`config.mk`:
```
export PLATFORM = sky130hd
export DESIGN_NAME = vend_controller
export DESIGN_NICKNAME = d
export VERILOG_FILES = /design/src/rtl/vend_controller.sv
export SDC_FILE = /design/constraint.sdc
export NUM_CORES = 1
export LEC_CHECK = 0
export CORE_MARGIN = 4
export CORE_UTILIZATION = 60
export CTS_BUF_LIST = sky130_fd_sc_hd__clkbuf_8
export DETAILED_ROUTE_END_ITERATION = 16
export HOLD_SLACK_MARGIN = 0.06
export PLACE_DENSITY_LB_ADDON = 0.25
export SYNTH_ARGS = -nofsm -noshare
export SYNTH_HDL_FRONTEND = slang
export SYNTH_SLANG_ARGS = --single-unit
```
`constraint.sdc`:
```
create_clock -name clk -period 6.3 [get_ports clk]
set_clock_uncertainty 0.2 [all_clocks]
set_input_delay 0.63 -clock clk [delete_from_list [all_inputs] [get_ports clk]]
set_output_delay 0.63 -clock clk [all_outputs]
set_load 0.02 [all_outputs]
```
`src/rtl/vend_controller.sv`:
```
// Vending sequencer: collects coin credit, requests one dispense, then pays change
// unit by unit. A dispenser that never acknowledges latches fault and refunds.
//
//   state    | meaning
//   IDLE     | no credit held, waiting for coins
//   CREDIT   | partial credit held, below price
//   DISPENSE | disp_req raised, waiting for disp_ack or timeout
//   CHANGE   | paying out remaining credit through chg_req/chg_ack
module vend_controller #(
  parameter int CREDIT_W   = 4,
  parameter int PRICE      = 6,
  parameter int VAL_A      = 2,
  parameter int VAL_B      = 1,
  parameter int MAX_CREDIT = 9,
  parameter int TIMEOUT    = 15
) (
  input  logic                clk,
  input  logic                rst,
  input  logic                coin_a,
  input  logic                coin_b,
  input  logic                cancel,
  input  logic                disp_ack,
  input  logic                chg_ack,
  output logic                disp_req,
  output logic                chg_req,
  output logic                coin_reject,
  output logic [CREDIT_W-1:0] credit,
  output logic                busy,
  output logic                fault,
  output logic [2:0]          state
);

  typedef enum logic [2:0] {
    S_IDLE     = 3'd0,
    S_CREDIT   = 3'd1,
    S_DISPENSE = 3'd2,
    S_CHANGE   = 3'd3
  } state_t;

  localparam logic [CREDIT_W:0]   VAL_A_W    = (CREDIT_W+1)'(VAL_A);
  localparam logic [CREDIT_W:0]   VAL_B_W    = (CREDIT_W+1)'(VAL_B);
  localparam logic [CREDIT_W:0]   MAX_W      = (CREDIT_W+1)'(MAX_CREDIT);
  localparam logic [CREDIT_W-1:0] PRICE_C    = CREDIT_W'(PRICE);
  localparam logic [CREDIT_W-1:0] ONE_C      = CREDIT_W'(1);
  localparam logic [3:0]          TIMER_LOAD = 4'(TIMEOUT - 1);

  state_t                state_q, state_d;
  logic [CREDIT_W-1:0]   credit_q, credit_d;
  logic [3:0]            timer_q, timer_d;
  logic                  fault_q, fault_d;
  logic                  reject_d;
  logic [CREDIT_W:0]     coin_val;
  logic [CREDIT_W:0]     credit_sum;
  logic                  coin_any;

  // Extra bit on the sum so an over-credit coin is seen instead of wrapping.
  always_comb begin
    coin_val   = (coin_a ? VAL_A_W : '0) + (coin_b ? VAL_B_W : '0);
    credit_sum = {1'b0, credit_q} + coin_val;
    coin_any   = (coin_val != '0);
  end

  always_comb begin
    state_d  = state_q;
    credit_d = credit_q;
    timer_d  = timer_q;
    fault_d  = fault_q;
    reject_d = 1'b0;
    case (state_q)
      S_IDLE, S_CREDIT: begin
        if ((state_q == S_CREDIT) && cancel) begin
          reject_d = coin_any;
          state_d  = S_CHANGE;
        end else begin
          if (coin_any) begin
            if (fault_q || (credit_sum > MAX_W))
              reject_d = 1'b1;
            else
              credit_d = credit_sum[CREDIT_W-1:0];
          end
          if (credit_d >= PRICE_C) begin
            state_d = S_DISPENSE;
            timer_d = TIMER_LOAD;
          end else if (credit_d != '0) begin
            state_d = S_CREDIT;
          end else begin
            state_d = S_IDLE;
          end
        end
      end
      S_DISPENSE: begin
        reject_d = coin_any;
        if (disp_ack) begin
          credit_d = credit_q - PRICE_C;
          state_d  = (credit_q == PRICE_C) ? S_IDLE : S_CHANGE;
        end else if (timer_q == '0) begin
          fault_d = 1'b1;
          state_d = S_CHANGE;
        end else begin
          timer_d = timer_q - 4'd1;
        end
      end
      S_CHANGE: begin
        reject_d = coin_any;
        if (chg_ack && (credit_q != '0)) begin
          credit_d = credit_q - ONE_C;
          if (credit_q == ONE_C)
            state_d = S_IDLE;
        end
      end
      default: begin
        reject_d = coin_any;
        state_d  = S_IDLE;
        credit_d = '0;
        timer_d  = '0;
      end
    endcase
  end

  // Request/busy flops decode the next state so they track the state register exactly.
  always_ff @(posedge clk or negedge rst) begin
    if (!rst) begin
      state_q     <= S_IDLE;
      credit_q    <= '0;
      timer_q     <= '0;
      fault_q     <= 1'b0;
      coin_reject <= 1'b0;
      disp_req    <= 1'b0;
      chg_req     <= 1'b0;
      busy        <= 1'b0;
    end else begin
      state_q     <= state_d;
      credit_q    <= credit_d;
      timer_q     <= timer_d;
      fault_q     <= fault_d;
      coin_reject <= reject_d;
      disp_req    <= (state_d == S_DISPENSE);
      chg_req     <= (state_d == S_CHANGE);
      busy        <= (state_d == S_DISPENSE) || (state_d == S_CHANGE);
    end
  end

  assign credit = credit_q;
  assign fault  = fault_q;
  assign state  = state_q;

endmodule

```
Yosys cells after proc, flatten, opt, wreduce, memory -nomap -nowiden --
Index checks and enable logic that the tools add are counted.
Word-level totals: logic and storage cells 71, bits of input ports 7, flip-flop bits (word level) 16
Operators by class: multiplexer cells 28, equality and inequality tests 13, reductions and logical operators 13, $add $sub $neg 5, bitwise gates (word level) 2, order comparisons 2
Operator list (count):
- two-way mux 4 bit | 11
- case mux 4 bit (3 select lines) | 2
- == test 3 x 2 -> 1 bit (second input constant) | 4
- two-way mux 3 bit | 4
- != test 2 bit (second input constant) | 6
- case mux 3 bit (3 select lines) | 1
- two-way mux 2 bit | 4
- nonzero test 4 bit | 2
- subtractor 4 x 1 -> 4 bit (second input constant) | 2
- two-way mux 1 bit | 6
- AND reduction 3 bit | 2
- adder 4 x 3 -> 5 bit | 1
- > comparator 5 x 4 -> 1 bit (second input constant) | 1
- AND reduction 5 bit | 1
- nonzero test 5 bit | 1
- == test 4 x 1 -> 1 bit (second input constant) | 1
- == test 4 x 3 -> 1 bit (second input constant) | 1
- greater-or-equal comparator 4 x 3 -> 1 bit (second input constant) | 1
- logical NOT 4 bit | 1
- subtractor 4 x 3 -> 4 bit (second input constant) | 1
- adder 2 x 1 -> 3 bit | 1
- == test 3 x 1 -> 1 bit (second input constant) | 1
- logical NOT 3 bit | 1
- logical AND 1 bit | 2
- 3 further kinds | 5

Depth between registers and ports, before layout --
depth in word-level cells 16, depth in mapped cells 9

Least setup slack after synthesis --
Ideal clock, no wire load.
path kind input to register, from in coin_b, to reg timer_q[0], setup time 125 ps, arrival time 2682 ps, buffers on the path 0, stages on the path 8, slack 3293 ps, path through ha_1 fa_1 inv_1 or3b_1 mux2i_2 o21ai_2 a31oi_4 mux2_4
On the way: longest elaborated chain between the ends 12
Ends and longest elaborated chain:
- from (decl) | line 20 | input logic coin_b,
- two-way mux 1 bit (*) | line 58 | coin_val = (coin_a ? VAL_A_W : '0) + (coin_b ? VAL_B_W : '0);
- adder 2 x 1 -> 3 bit (*) | line 58
- adder 4 x 3 -> 5 bit | line 59 | credit_sum = {1'b0, credit_q} + coin_val;
- > comparator 5 x 4 -> 1 bit | line 76 | if (fault_q || (credit_sum > MAX_W))
- logical OR 1 bit | line 76
- two-way mux 4 bit | line 76
- two-way mux 4 bit (*) | line 75 | if (coin_any) begin
- two-way mux 4 bit (*) | line 71 | if ((state_q == S_CREDIT) && cancel) begin
- two-way mux 4 bit (*) | line 69 | case (state_q)
- greater-or-equal comparator 4 x 3 -> 1 bit (*) | line 81 | if (credit_d >= PRICE_C) begin
- != test 2 bit (no source line) (*)
- AND reduction 5 bit (no source line) (*)
- to (signal assigned) | line 134 | timer_q <= timer_d;
- to (decl) | line 49 | logic [3:0] timer_q, timer_d;
Mark *: on every way between the ends. The rest lies on a longest branch, timed or not. The select of a mux whose other input is x is not followed. A chain may end at the register's enable or synchronous reset.

Final worst setup path --
Ends and elaborated chain as after synthesis.

==> impl_results.rst <==
.. list-table::
   :header-rows: 1

   * - Metric
     - Value
   * - Outcome
     - finished clean
   * - Share of the core filled with cells in the final layout
     - 77.27%
   * - Count of endpoints failing hold in the final timing report
     - 0
   * - Number of routed nets with antenna violations
     - 0
   * - Crit share post-route
     - 54.51%
   * - Share of synthesized registers carrying an async set or reset
     - 100.0%
   * - Overall die width
     - roughly 55 um
   * - Global-route wire length before repair
     - about 5.5 mm
   * - Data arrival, critical path
     - ~3.4 ns
   * - Setup repair bufs after CTS
     - 0
   * - Max Cap Violations
     - 0
   * - Root Buffer Master
     - clkbuf_8
   * - Clk pwr share
     - 16.3%
   * - Mapped Area
     - 1344 um^2
   * - Power per Cell Area
     - 360.8 nW/um^2
   * - Switching power
     - ~250 uW
   * - Slew headroom
     - between 50 and 60%
   * - Most used flip-flop cell after synthesis
     - dfrtp_1
   * - Clock buffer count from CTS
     - 3
   * - Placed standard-cell area
     - 1523 um^2
   * - Post-cts repair resize count
     - 0
   * - DRC
     - 0
   * - Initial antenna violation count
     - 0
   * - Longest individual stage delay on the worst path
     - approximately 0.57 ns
   * - Total core area
     - 2042 um^2
   * - Seq pwr share
     - 31.6%
   * - Vias in the first global route
     - 1129
   * - Endpoint required time on the critical path
     - 6.25 ns
   * - Average size of a mapped cell
     - 9.668 um^2
   * - Gate power share
     - between 50 and 60%
   * - Slew @ Worst Pin
     - 0.7204 ns
   * - Static leakage power
     - 0.0007031 uW
   * - Cell-internal power
     - 321.1 uW
   * - Number of distinct library cells after synthesis
     - 58
   * - Net count after synthesis
     - 157
   * - Starting density of the core
     - 65.81%
   * - Area Growth Syn to Fin
     - 17.41%
   * - Number of port buffers
     - 18
   * - Slowest cell on crit path
     - fa_1
   * - Total negative slack
     - 0 ns
   * - Clock tree from TritonCTS
     - built
   * - Met3 capacity usage during global routing
     - under 10%
   * - Vertical die dimension
     - 55.33 um
   * - Global-route layer with the greatest usage
     - met2
   * - Crit Path Category
     - input port to register
   * - Via Count
     - 1165
   * - GR Util met2
     - 37.16%
   * - Synthesized instance count
     - 139
   * - Via count normalized by instance count
     - 6.366
   * - Number of cell rows
     - 16
   * - Element type at the critical path end
     - register
   * - Count of flip-flops with a built-in enable after synthesis
     - 0
   * - Routed length per placed instance
     - roughly 18 um
   * - Number of top-level pins
     - 19
   * - Final weighted congestion in routability-driven placement
     - 0.9186
   * - Maximum operating frequency
     - 0.2912 GHz
   * - DR pass1 iterations
     - 4
   * - Crit Path Max Fanout
     - 4
   * - Critical Path Start Type
     - input port
   * - Fraction of final layout cells with drive strength greater than 1
     - between 10% and 20%
   * - FF+latch count, synth
     - 16
   * - H-tree depth
     - 1
   * - Sum of routed wire length over all layers
     - 3.320 mm
   * - Min cycle time layout
     - 3.434 ns
   * - Remaining global-route overflow
     - 0
   * - Min-Delay Path Class
     - register to register
   * - Final standard cell area without fillers
     - around 1600 um^2
   * - IR Drop Worst-Case VDD
     - 0.2753 mV
   * - Switching share of total power
     - 43.60%
   * - RSZ-0062 raised after global routing
     - no
   * - Critical Path, Cell by Cell
     - clkdlybuf4s50_1, ha_1, fa_1, inv_1, or3b_1, mux2i_2, o21ai_2, a31oi_4, mux2_4
   * - Final nets
     - 175
   * - Yosys synthesis warning count
     - 0
   * - Clk Latency, worst-skew pair
     - 0.26 ns
   * - GR Layer Usage met1
     - approximately 28%
   * - Detailed-placement wirelength estimate
     - approximately 2.5 mm
   * - Endpoints failing setup
     - 0
   * - Global Route Usage Sum
     - 22.37%
   * - Share of the yosys chip area belonging to registers
     - 29.80%
   * - Initial DRC Count
     - 56
   * - Largest net degree at the start of global routing
     - 17
   * - Max-slew violations
     - 0
   * - Number of hold-repair buffers added at the cts stage
     - 0
   * - Die Footprint
     - 3061 um^2
   * - Number of buffers between clock root and the deepest sink
     - 2
   * - TritonCTS sink count
     - 16
   * - Clock-pin transition on the worst setup and hold timing paths
     - 0.07 ns
   * - Diode insertion count for antenna repair
     - 0
==> worst paths after layout <==
path	from	slack (ns)	cells after the start	end
min in group asynchronous	rst	0.60	1	coin_reject
max reg2reg	credit[0]	3.25	8	timer_q[0]
min reg2reg	timer_q[1]	0.33	1	timer_q[1]
min	timer_q[1]	0.33	1	timer_q[1]
max	coin_b	2.87	9	timer_q[0]
max in group asynchronous	rst	4.84	1	credit[0]
==> synth_stat cells, types with 2 or more instances <==
library cell,n,area share (%)
a21oi_1,4,1.5
a31oi_1,2,0.93
buf_6,2,1.7
clkbuf_1,2,0.56
dfrtp_1,16,30
ha_1,10,9.3
inv_1,11,3.1
mux2_2,4,3.4
mux2_4,2,2.2
mux2i_1,2,1.5
nand2_1,9,2.5
nand3_1,6,2.2
nor2_1,12,3.4
nor3b_1,2,1.1
nor4_1,2,0.93
o211ai_1,4,2.2
o21ai_0,5,1.9
o21ai_1,2,0.74
o21ai_2,2,1.3
or3b_1,2,1.3
==> layout make-up <==
type,count,area [um^2]
clock buffers,4,55.05
well taps,27,33.78
multi-input cells,107,867.1
fillers,157,464.2
inverters,11,41.29
flip-flops and latches,16,400.4
repair buffers,18,180.2
==> sequential cells by signal, summed over array words and instances (netlist names) <==
| register | count |
|---|---|
| chg_req | 1 |
| state | 3 |
| timer_q | 4 |
| credit | 4 |
| fault | 1 |
| disp_req | 1 |
| coin_reject | 1 |
| busy | 1 |
==> through the flow <==
step           cells  total power, uW  worst slack, ns  hold slack [ns]
5_1_grt          183            605.6            2.723           0.3573
2_1_floorplan    139            382.4            3.293           0.1344
3_3_place_gp     179            456.2            2.678           0.3071
6_report         183            569.3            2.866           0.3312
4_1_cts          183            569.0            2.863           0.3309
3_5_place_dp     179            471.8            2.607           0.3162
==> kinds of logic (layout without fill, tap and decap cells) <==
group | Yosys count | after routing | synth area share [%]
and+or+nand+nor | 44 | 44 | 18.16
AOI/OAI and AO/OA | 40 | 40 | 25.89
DFF | 16 | 16 | 29.79
buffers and inverters | 16 | 33 | 5.679
adders and majority gates | 11 | 11 | 10.80
muxes | 9 | 9 | 8.100
xor gates and xnor gates | 2 | 2 | 1.304
other | 1 | 1 | 0.2791
==> metal layers <==
metal / wire [um] / part of all wire (%)
met5: 0 / 0
met1: 1355 / 41
met3: 236 / 7.1
met2: 1678 / 51
met4: 49 / 1.5
==> power by group through the flow <==
| stage | registers [uW] | clock network [uW] | logic (uW) |
|---|---|---|---|
| 3_5_place_dp | 179 | 0 | 293 |
| 6_report | 180 | 92.9 | 297 |
| 5_1_grt | 185 | 98.6 | 322 |
| 2_1_floorplan | 177 | 0 | 205 |
| 4_1_cts | 178 | 94.6 | 296 |
| 3_3_place_gp | 176 | 0 | 280 |
==> worst max-delay path, delay by kind of cell <==
| kind | cells | cell delay, ns |
|---|---|---|
| mux | 2 | 0.59 |
| fa+ha+maj | 2 | 0.86 |
| compound gates | 2 | 0.37 |
| simple gates | 1 | 0.38 |
| buf+inv | 2 | 0.55 |
==> placed cells by master, fill, tap and decap left out, types with 2 or more instances in the layout <==
cell	count
o21ai_2	2
or3b_1	2
mux2i_1	2
o211ai_1	4
o21ai_1	2
mux2_2	4
nor4_1	2
nand3_1	6
dfrtp_1	16
nor2_1	12
nor3b_1	2
a31oi_1	2
clkbuf_8	4
ha_1	10
clkdlybuf4s50_1	18
nand2_1	9
a21oi_1	4
mux2_4	2
o21ai_0	5
inv_1	11
Note: power is estimated with default switching activity, not from simulation.
